<file path="src/rtl/muldiv_pkg.sv">
// Shared definitions for the iterative RV32M multiply/divide unit:
// funct3 encodings, control state encoding and operand-signedness helpers.
package muldiv_pkg;

  localparam logic [2:0] OP_MUL    = 3'b000;
  localparam logic [2:0] OP_MULH   = 3'b001;
  localparam logic [2:0] OP_MULHSU = 3'b010;
  localparam logic [2:0] OP_MULHU  = 3'b011;
  localparam logic [2:0] OP_DIV    = 3'b100;
  localparam logic [2:0] OP_DIVU   = 3'b101;
  localparam logic [2:0] OP_REM    = 3'b110;
  localparam logic [2:0] OP_REMU   = 3'b111;

  localparam logic [1:0] ST_IDLE = 2'd0;
  localparam logic [1:0] ST_RUN  = 2'd1;
  localparam logic [1:0] ST_FIN  = 2'd2;

  function automatic logic is_div(input logic [2:0] op);
    return op[2];
  endfunction

  function automatic logic is_rem(input logic [2:0] op);
    return op[2] & op[1];
  endfunction

  // MUL produces identical low bits either way, so it runs unsigned.
  function automatic logic is_signed_a(input logic [2:0] op);
    case (op)
      OP_MULH, OP_MULHSU, OP_DIV, OP_REM:  return 1'b1;
      OP_MUL, OP_MULHU, OP_DIVU, OP_REMU:  return 1'b0;
      default:                             return 1'b0;
    endcase
  endfunction

  function automatic logic is_signed_b(input logic [2:0] op);
    case (op)
      OP_MULH, OP_DIV, OP_REM: return 1'b1;
      default:                 return 1'b0;
    endcase
  endfunction

endpackage

</file>
<file path="src/rtl/muldiv_step.sv">
// One iteration of the muldiv datapath: shift-add multiply step or
// restoring-divide step on a {high, low} 2N-bit accumulator.
module muldiv_step #(
  parameter int N = 32
) (
  input  logic           div_mode,
  input  logic [2*N-1:0] acc,
  input  logic [N-1:0]   opnd,
  output logic [2*N-1:0] acc_next
);

  logic [N:0]   sum;
  logic [N:0]   shifted;
  logic [N-1:0] diff;

  // NOTE: every output of a combinational block is assigned on every path,
  // otherwise synthesis infers a latch to hold the old value.
  always_comb begin
    // Multiply: low half holds the remaining multiplier bits, LSB first.
    sum      = {1'b0, acc[2*N-1:N]} + (acc[0] ? {1'b0, opnd} : '0);
    // Divide: high half is the partial remainder, low half the dividend/quotient.
    shifted  = acc[2*N-1:N-1];
    diff     = shifted[N-1:0] - opnd;
    acc_next = {sum, acc[N-1:1]};
    if (div_mode) begin
      if (shifted >= {1'b0, opnd}) acc_next = {diff, acc[N-2:0], 1'b1};
      else                         acc_next = {shifted[N-1:0], acc[N-2:0], 1'b0};
    end
  end

endmodule

</file>
<file path="src/rtl/muldiv.sv">
// Iterative RV32M multiply/divide unit with start/busy/done handshake,
// sign fixup, RISC-V divide special cases and flush abort.
module muldiv
  import muldiv_pkg::*;
#(
  parameter int N = 32
) (
  input  logic         clk,
  input  logic         reset,
  input  logic         START,
  input  logic [2:0]   OP,
  input  logic [N-1:0] A,
  input  logic [N-1:0] B,
  input  logic         KILL,
  output logic         BUSY,
  output logic         DONE,
  output logic [N-1:0] RESULT,
  output logic         ZERO
);

  localparam int CW = $clog2(N) + 1;

  logic [1:0]     state;
  logic [CW-1:0]  cnt;
  logic [2:0]     op_q;
  logic           neg_q;
  logic           spec_q;
  logic [N-1:0]   opnd_q;
  logic [2*N-1:0] acc_q;
  logic [2*N-1:0] acc_next;

  logic           a_neg, b_neg, neg_in, div_zero, ovf, special;
  logic [N-1:0]   a_mag, b_mag, spec_val;
  logic [2*N-1:0] prod;
  logic [N-1:0]   div_val, fin_res;

  muldiv_step #(.N(N)) u_step (
    .div_mode (is_div(op_q)),
    .acc      (acc_q),
    .opnd     (opnd_q),
    .acc_next (acc_next)
  );

  // Operand capture and special-case detection, evaluated while IDLE.
  always_comb begin
    a_neg    = is_signed_a(OP) & A[N-1];
    b_neg    = is_signed_b(OP) & B[N-1];
    a_mag    = a_neg ? -A : A;
    b_mag    = b_neg ? -B : B;
    neg_in   = is_rem(OP) ? a_neg : (a_neg ^ b_neg);
    div_zero = (B == '0);
    ovf      = (OP == OP_DIV || OP == OP_REM) &&
               (A == {1'b1, {(N-1){1'b0}}}) && (B == '1);
    special  = is_div(OP) && (div_zero || ovf);
    if (div_zero) spec_val = is_rem(OP) ? A : '1;
    else          spec_val = is_rem(OP) ? '0 : A;
  end

  // Final sign fixup and result selection.
  always_comb begin
    prod    = neg_q ? -acc_q : acc_q;
    div_val = is_rem(op_q) ? acc_q[2*N-1:N] : acc_q[N-1:0];
    if (spec_q)              fin_res = acc_q[N-1:0];
    else if (is_div(op_q))   fin_res = neg_q ? -div_val : div_val;
    else if (op_q == OP_MUL) fin_res = prod[N-1:0];
    else                     fin_res = prod[2*N-1:N];
  end

  // The acceptance cycle (RUN, cnt 0) does not count as busy, so BUSY spans
  // exactly N cycles for a full operation and one for a special case.
  assign BUSY = (state == ST_FIN) || (state == ST_RUN && cnt != '0);

  // NOTE: sequential state uses non-blocking assignments so every register
  // samples pre-edge values regardless of statement order.
  always_ff @(posedge clk) begin
    if (!reset) begin
      state  <= ST_IDLE;
      cnt    <= '0;
      op_q   <= OP_MUL;
      neg_q  <= 1'b0;
      spec_q <= 1'b0;
      opnd_q <= '0;
      acc_q  <= '0;
      DONE   <= 1'b0;
      RESULT <= '0;
      ZERO   <= 1'b1;
    end else begin
      DONE <= 1'b0;
      if (KILL) begin
        state <= ST_IDLE;
        cnt   <= '0;
      end else begin
        case (state)
          ST_IDLE: if (START) begin
            op_q   <= OP;
            neg_q  <= neg_in;
            spec_q <= special;
            cnt    <= '0;
            opnd_q <= is_div(OP) ? b_mag : a_mag;
            if (special) begin
              acc_q <= {{N{1'b0}}, spec_val};
              state <= ST_FIN;
            end else begin
              acc_q <= {{N{1'b0}}, (is_div(OP) ? a_mag : b_mag)};
              state <= ST_RUN;
            end
          end
          ST_RUN: begin
            acc_q <= acc_next;
            cnt   <= cnt + CW'(1);
            if (cnt == CW'(N - 1)) state <= ST_FIN;
          end
          ST_FIN: begin
            RESULT <= fin_res;
            ZERO   <= (fin_res == '0);
            DONE   <= 1'b1;
            state  <= ST_IDLE;
          end
          default: state <= ST_IDLE;
        endcase
      end
    end
  end

endmodule

</file>
<file path="config.mk">
export PLATFORM = sky130hd
export DESIGN_NAME = muldiv
export DESIGN_NICKNAME = d
export VERILOG_FILES = /design/src/rtl/muldiv_pkg.sv /design/src/rtl/muldiv_step.sv /design/src/rtl/muldiv.sv
export SDC_FILE = /design/constraint.sdc
export NUM_CORES = 1
export LEC_CHECK = 0
export ABC_CLOCK_PERIOD_IN_PS = 5000
export BUFFER_PORTS_ARGS = -buffer_cell sky130_fd_sc_hd__buf_2
export CORE_ASPECT_RATIO = 1.2
export CORE_MARGIN = 5
export CORE_UTILIZATION = 45
export CTS_BUF_LIST = sky130_fd_sc_hd__clkbuf_8
export DETAILED_ROUTE_END_ITERATION = 8
export PLACE_DENSITY = 0.65
export SLEW_MARGIN = 20
export SYNTH_ARGS = -nofsm -noshare
export SYNTH_HDL_FRONTEND = slang
export SYNTH_SLANG_ARGS = --single-unit
</file>
<file path="constraint.sdc">
create_clock -name clk -period 5 [get_ports clk]
set_clock_uncertainty 0.2 [all_clocks]
set_input_delay 1 -clock clk [delete_from_list [all_inputs] [get_ports clk]]
set_output_delay 1 -clock clk [all_outputs]
set_load 0.02 [all_outputs]
</file>
After elaboration in Yosys (flattened, before gate mapping)
Memory sizes are Yosys's and may differ from the RTL's.
Cells that the tools add are included.

word-level totals
  memories = 1
  register bits = 143
  bits in read-only memories = 8
  input port bits = 71
  output and inout port bits = 35

cells by class
  muxes and demuxes = 28
  reduce and logical (&&, ||, !) cells = 20
  eq/ne operators = 10
  bitwise operators = 7
  magnitude comparators = 1
  add/subtract/negate cells = 7

memories
  memory            depth  width  rd ports  clocked after memory_dff  wr ports  RTL line          RTL
  (name not given)  8      1      1         0                         0         muldiv_pkg.sv:28  case (op)

operators with widths
  kind                                           count
  two-way mux 32 bit                             14
  two-way mux 64 bit                             4
  case mux 64 bit (2 select lines)               1
  negation 32 bit                                3
  == test 32 bit, second input constant          2
  zero test 32 bit                               2
  negation 64 bit                                1
  adder 32 x 33 -> 33 bit                        1
  greater-or-equal comparator 33 x 32 -> 1 bit   1
  subtractor 32 bit                              1
  case mux 6 bit (2 select lines)                1
  adder 6 x 1 -> 6 bit, second input constant    1
  == test 3 bit, second input constant           2
  == test 6 x 5 -> 1 bit, second input constant  1
  two-way mux 2 bit                              3
  two-way mux 6 bit                              1
  AND reduction 2 bit                            3
  AND reduction 3 bit                            2
  nonzero test 6 bit                             1
  AND 1 bit                                      4
  logical AND 1 bit                              4
  case mux 2 bit (2 select lines)                1
  == test 3 x 1 -> 1 bit, second input constant  1
  zero test 3 bit                                1
  other kinds (12)                               17

Logic depth before layout (Yosys ltp)
  word-level depth = 9
  mapped depth = 19
  mapped depth without buffers = 15

Cells and area by module
A second synthesis with hierarchy kept.

unflattened totals
  cells, all modules = 2492
  area, all modules = 17329.1 um^2

modules (own cells, without submodules)
  module       cells an instance  times used  area an instance (um^2)
  muldiv       1821               1           12630.9
  muldiv_step  671                1           4698.3

Least setup slack after synthesis
No wires, ideal clock.

  path kind = reg-to-reg
  from = register op_q[2]
  to = register ZERO
  arrival = 4.774 ns
  cell stages (with the launch flop) = 19
  setup slack = -0.058 ns
  library setup time = 0.084 ns
  period minus slack after synthesis = 5.058 ns
  cell sequence = dfxtp_1 -> buf_2 -> and2_1 -> buf_2 -> buf_2 -> buf_1 -> buf_1 -> mux2i_1 -> ha_1 -> nor3b_1 -> a32oi_1 -> a2111o_1 -> or3_1 -> o41ai_1 -> o21ai_0 -> a211oi_1 -> nand4_1 -> or4_1 -> o31ai_2

between the ends
  longest elaborated chain between the ends = 7

ends and longest elaborated chain
  what                      RTL line          RTL
  start: declaration        muldiv.sv:25      logic [2:0] op_q;
  start signal: assignment  muldiv.sv:79      op_q <= OP_MUL;
  start signal: assignment  muldiv.sv:95      op_q <= OP;
  AND 1 bit                 muldiv_pkg.sv:23  return op[2] & op[1];
  two-way mux 32 bit        muldiv.sv:62      div_val = is_rem(op_q) ? acc_q[2*N-1:N] : acc_q[N-1:0];
  negation 32 bit           muldiv.sv:64      else if (is_div(op_q)) fin_res = neg_q ? -div_val : div_val;
  two-way mux 32 bit        muldiv.sv:64
  two-way mux 32 bit *      muldiv.sv:64
  two-way mux 32 bit *      muldiv.sv:63      if (spec_q) fin_res = acc_q[N-1:0];
  zero test 32 bit *        muldiv.sv:115     ZERO <= (fin_res == '0);
  end signal: assignment    muldiv.sv:115
  end: declaration          muldiv.sv:18      output logic ZERO

Every way passes the cells marked *; elsewhere a longest branch is shown, timed or not.
A chain may end at the register's enable or synchronous reset.

Worst setup path in the final report
  from = register acc_q[0]
  to = register acc_q[51]

between the ends
  longest elaborated chain between the ends = 4

ends and longest elaborated chain
  what                              RTL line           RTL
  start: declaration                muldiv.sv:29       logic [2*N-1:0] acc_q;
  start signal: assignment          muldiv.sv:101      acc_q <= {{N{1'b0}}, spec_val};
  start signal: assignment          muldiv.sv:104      acc_q <= {{N{1'b0}}, (is_div(OP) ? a_mag : b_mag)};
  start signal: assignment          muldiv.sv:109      acc_q <= acc_next;
  two-way mux 32 bit                muldiv_step.sv:20  sum = {1'b0, acc[2*N-1:N]} + (acc[0] ? {1'b0, opnd} : '0);
  adder 32 x 33 -> 33 bit           muldiv_step.sv:20
  two-way mux 64 bit                muldiv_step.sv:25  if (div_mode) begin
  case mux 64 bit (2 select lines)  muldiv.sv:93       case (state)

No other way between the ends.

==> flow_summary.json <==
{
  "outcome": "finished, final reports clean",
  "synth_top_family_by_area": "compound AO/OA/AOI/OAI gates",
  "postSynth.asyncResetShare_pct": 0,
  "total_power_uw": 3970,
  "area_growth_syn_to_layout_pct": 10.5,
  "detailed_place.area_mm2": 0.0181,
  "pin_count": 106,
  "cts.path.max_buffers": 2,
  "path_class": "flip-flop to flip-flop",
  "layout.nets": 2624,
  "rsz0062_at_grt": "false",
  "synth-simple-area-share_pct": 26.7,
  "place_congestion": 1.08,
  "cts.repair.resized": 0,
  "stdcell_area_mm2": 0.0185,
  "die_width_um": 186,
  "peakVddDrop_uv": 152,
  "slew_violations": 0,
  "synth_most_common_cell": "nand2_1",
  "cp_slowest_cell": "dfxtp_1",
  "synth.avg_cell_area_um2": 6.90,
  "yosysSeqAreaShare_pct": 17.1,
  "muxShareOfSynthArea_pct": 5.61,
  "die_area_mm2": 0.0412,
  "worst_setup_path_end_kind": "flip-flop",
  "diodes": 0,
  "post-route-period-util_pct": 91.5,
  "synth.area.top_cells": "dfxtp_1 (17%), nand2_1 (5.7%), ha_1 (5.5%)",
  "setup_violations": 0,
  "start_util_pct": 45.5,
  "yosysTopAreaCell": "dfxtp_1",
  "leakagePower_uw": 0.00748,
  "portBuffers": 105,
  "post_drt_wl_per_cell_um": 25.4,
  "synth_area_mm2": 0.0167,
  "yosysWarningCount": 0,
  "num_vias": 19779,
  "synth_flop_cell": "dfxtp_1",
  "synth_seq_cells": 143,
  "synth-compound-area-share_pct": 30.9,
  "antenna_found_initial": 0,
  "fillers": 3840,
  "drive_gt1_share_pct": 13.0,
  "routed_via_density": 6.67,
  "cts_sinks": 143,
  "wl_mm": 75.4,
  "synth_edf_count": 0,
  "drt_first_iter_violations": 2401,
  "fmaxAchievable_ghz": 0.219,
  "grt_first_pass_wirelength_mm": 114,
  "grt_use_total_pct": 35.4,
  "yosys.cell_types.count": 85,
  "synth_xor_area_share_pct": 7.59,
  "grt_max_degree": 67,
  "period_minus_slack_ns": 4.58,
  "netlist.area_leader.share_pct": 17.1,
  "synth_cells": 2427,
  "hpwl_mm": 58.3,
  "cts-root-buf": "clkbuf_8",
  "setup_tns_ns": 0,
  "utilization_pct": 50.3,
  "worstPathMaxFanout": 33,
  "drc": 0,
  "startpoint_type": "flip-flop",
  "num_rows": 77,
  "drt-pass1-iter-count": 6,
  "cts_max_level": 4,
  "cts_hold_repair.buffers": 0,
  "ys_top_cells_by_count": "nand2_1 (252), nor2_1 (242), a21oi_1 (177)",
  "path_clk_slew_ns": 0.10,
  "grt_pass1_vias": 18799,
  "ant_nets": 0,
  "hp-class": "flip-flop to flip-flop",
  "gr-total-overflow": 0,
  "p_per_area_mw_per_mm2": 215,
  "max_cap_viol_count": 0,
  "relSlewSlack_pct": 33.6,
  "path_cells": "clkinv_1 -> buf_4 -> nor2_1 -> ha_1 -> nor2b_1 -> o31ai_1 -> a21oi_1 -> o21a_1 -> o31ai_1 -> nand2_1 -> a21o_1 -> a21o_1 -> a221oi_1 -> xor2_1 -> o21ai_0",
  "finalHoldViolations": 0,
  "cts_setup_buffers": 0,
  "crit_arrival_ns": 4.74,
  "core_area_mm2": 0.0368,
  "critPathMaxStageDelay_ns": 0.62,
  "synth_adder_area_share_pct": 5.77,
  "syn_nets": 2574,
  "clk_latency_ns": 0.50,
  "critPathRequiredTime_ns": 5.16,
  "dieHeight_um": 221,
  "cts_buffers": 17,
  "tritoncts": "done",
  "worst_pin_slew_ns": 0.970
}
## state kept, by name, summed over array words and instances (netlist names)
name,count
op_q,3
neg_q,1
ZERO,1
state,2
DONE,1
RESULT,32
acc_q,64
cnt,6
opnd_q,32
spec_q,1
## stage by stage
stage	hold WS (ns)	instances	setup WS, ns
after floorplan	0.241	2427	0.0675
after global placement	0.253	2932	0.309
after CTS	0.279	2964	0.586
after global routing	0.299	2964	0.168
after detailed placement	0.264	2932	0.266
final	0.277	2964	0.424
## layer usage
| metal | up-vias | global-route usage, % | share of wire [%] |
|---|---|---|---|
| met1 | 9397 | 45.5 | 40 |
| met2 | 1071 | 55.5 | 45 |
| met5 | - | 0 | 0 |
| li1 | 9052 | - | - |
| met4 | 0 | 21.8 | 7.3 |
| met3 | 259 | 4.66 | 8.0 |
## area by class of cell
cell class	count	area, µm²	share of cell area (%)
multi-input cells	2009	12800	69.4
flip-flops and latches	143	2870	15.5
repair buffers	233	1510	8.17
well taps	474	593	3.21
inverters	73	274	1.48
clock buffers	17	234	1.27
clock inverters	15	171	0.927
## logic make-up after synthesis
logic type	after synthesis
AOI/OAI and AO/OA	779
xor gates and xnor gates	145
adders and majority gates	76
buffers and inverters	275
DFF	143
muxes	92
and+or+nand+nor	917
## report_power, final
part           switching [µW]  internal [µW]  total [µW]  leakage, µW
clock                     568            420         988     0.000207
sequential               70.2           1180        1250      0.00116
combinational            1110            616        1730      0.00611
total                    1750           2220        3970      0.00748
## worst max-delay path: cells and delay by family, from the launching register on
family	cells	cell delay, ns
AOI/OAI and AO/OA	8	2.12
xor gates and xnor gates	1	0.20
adders and majority gates	1	0.28
buffers and inverters	2	0.46
DFF	1	0.62
and+or+nand+nor	3	0.55
## cell usage in the layout (no fill, tap or decap), types with 14 or more instances in the layout
cell type / instances
a31oi_1: 29
xnor2_1: 75
nand4_1: 30
nand2b_1: 23
o41ai_1: 15
and2_1: 23
buf_2: 105
or4_1: 17
nor4_1: 36
or3_1: 37
a211oi_1: 62
mux2i_1: 78
dfxtp_1: 140
ha_1: 74
a22oi_1: 21
nand3_1: 73
nor2_1: 238
nor2b_1: 38
buf_4: 126
inv_1: 71
a21oi_1: 177
mux2_2: 14
o21ai_0: 176
o211ai_1: 39
xor2_1: 70
clkbuf_8: 17
a21o_1: 37
nand2_1: 251
a221oi_1: 20
a21boi_0: 26
nor3_1: 74
o31ai_1: 36
## final timing paths
path / cells after the start / slack, ns / end / startpoint
max: 15 / 0.42 / acc_q[51] / acc_q[0]
min: 2 / 0.28 / RESULT[16] / RESULT[16]
max reg2reg: 15 / 0.42 / acc_q[51] / acc_q[0]
min reg2reg: 2 / 0.28 / RESULT[16] / RESULT[16]
Note: power is estimated with default switching activity, not from simulation.
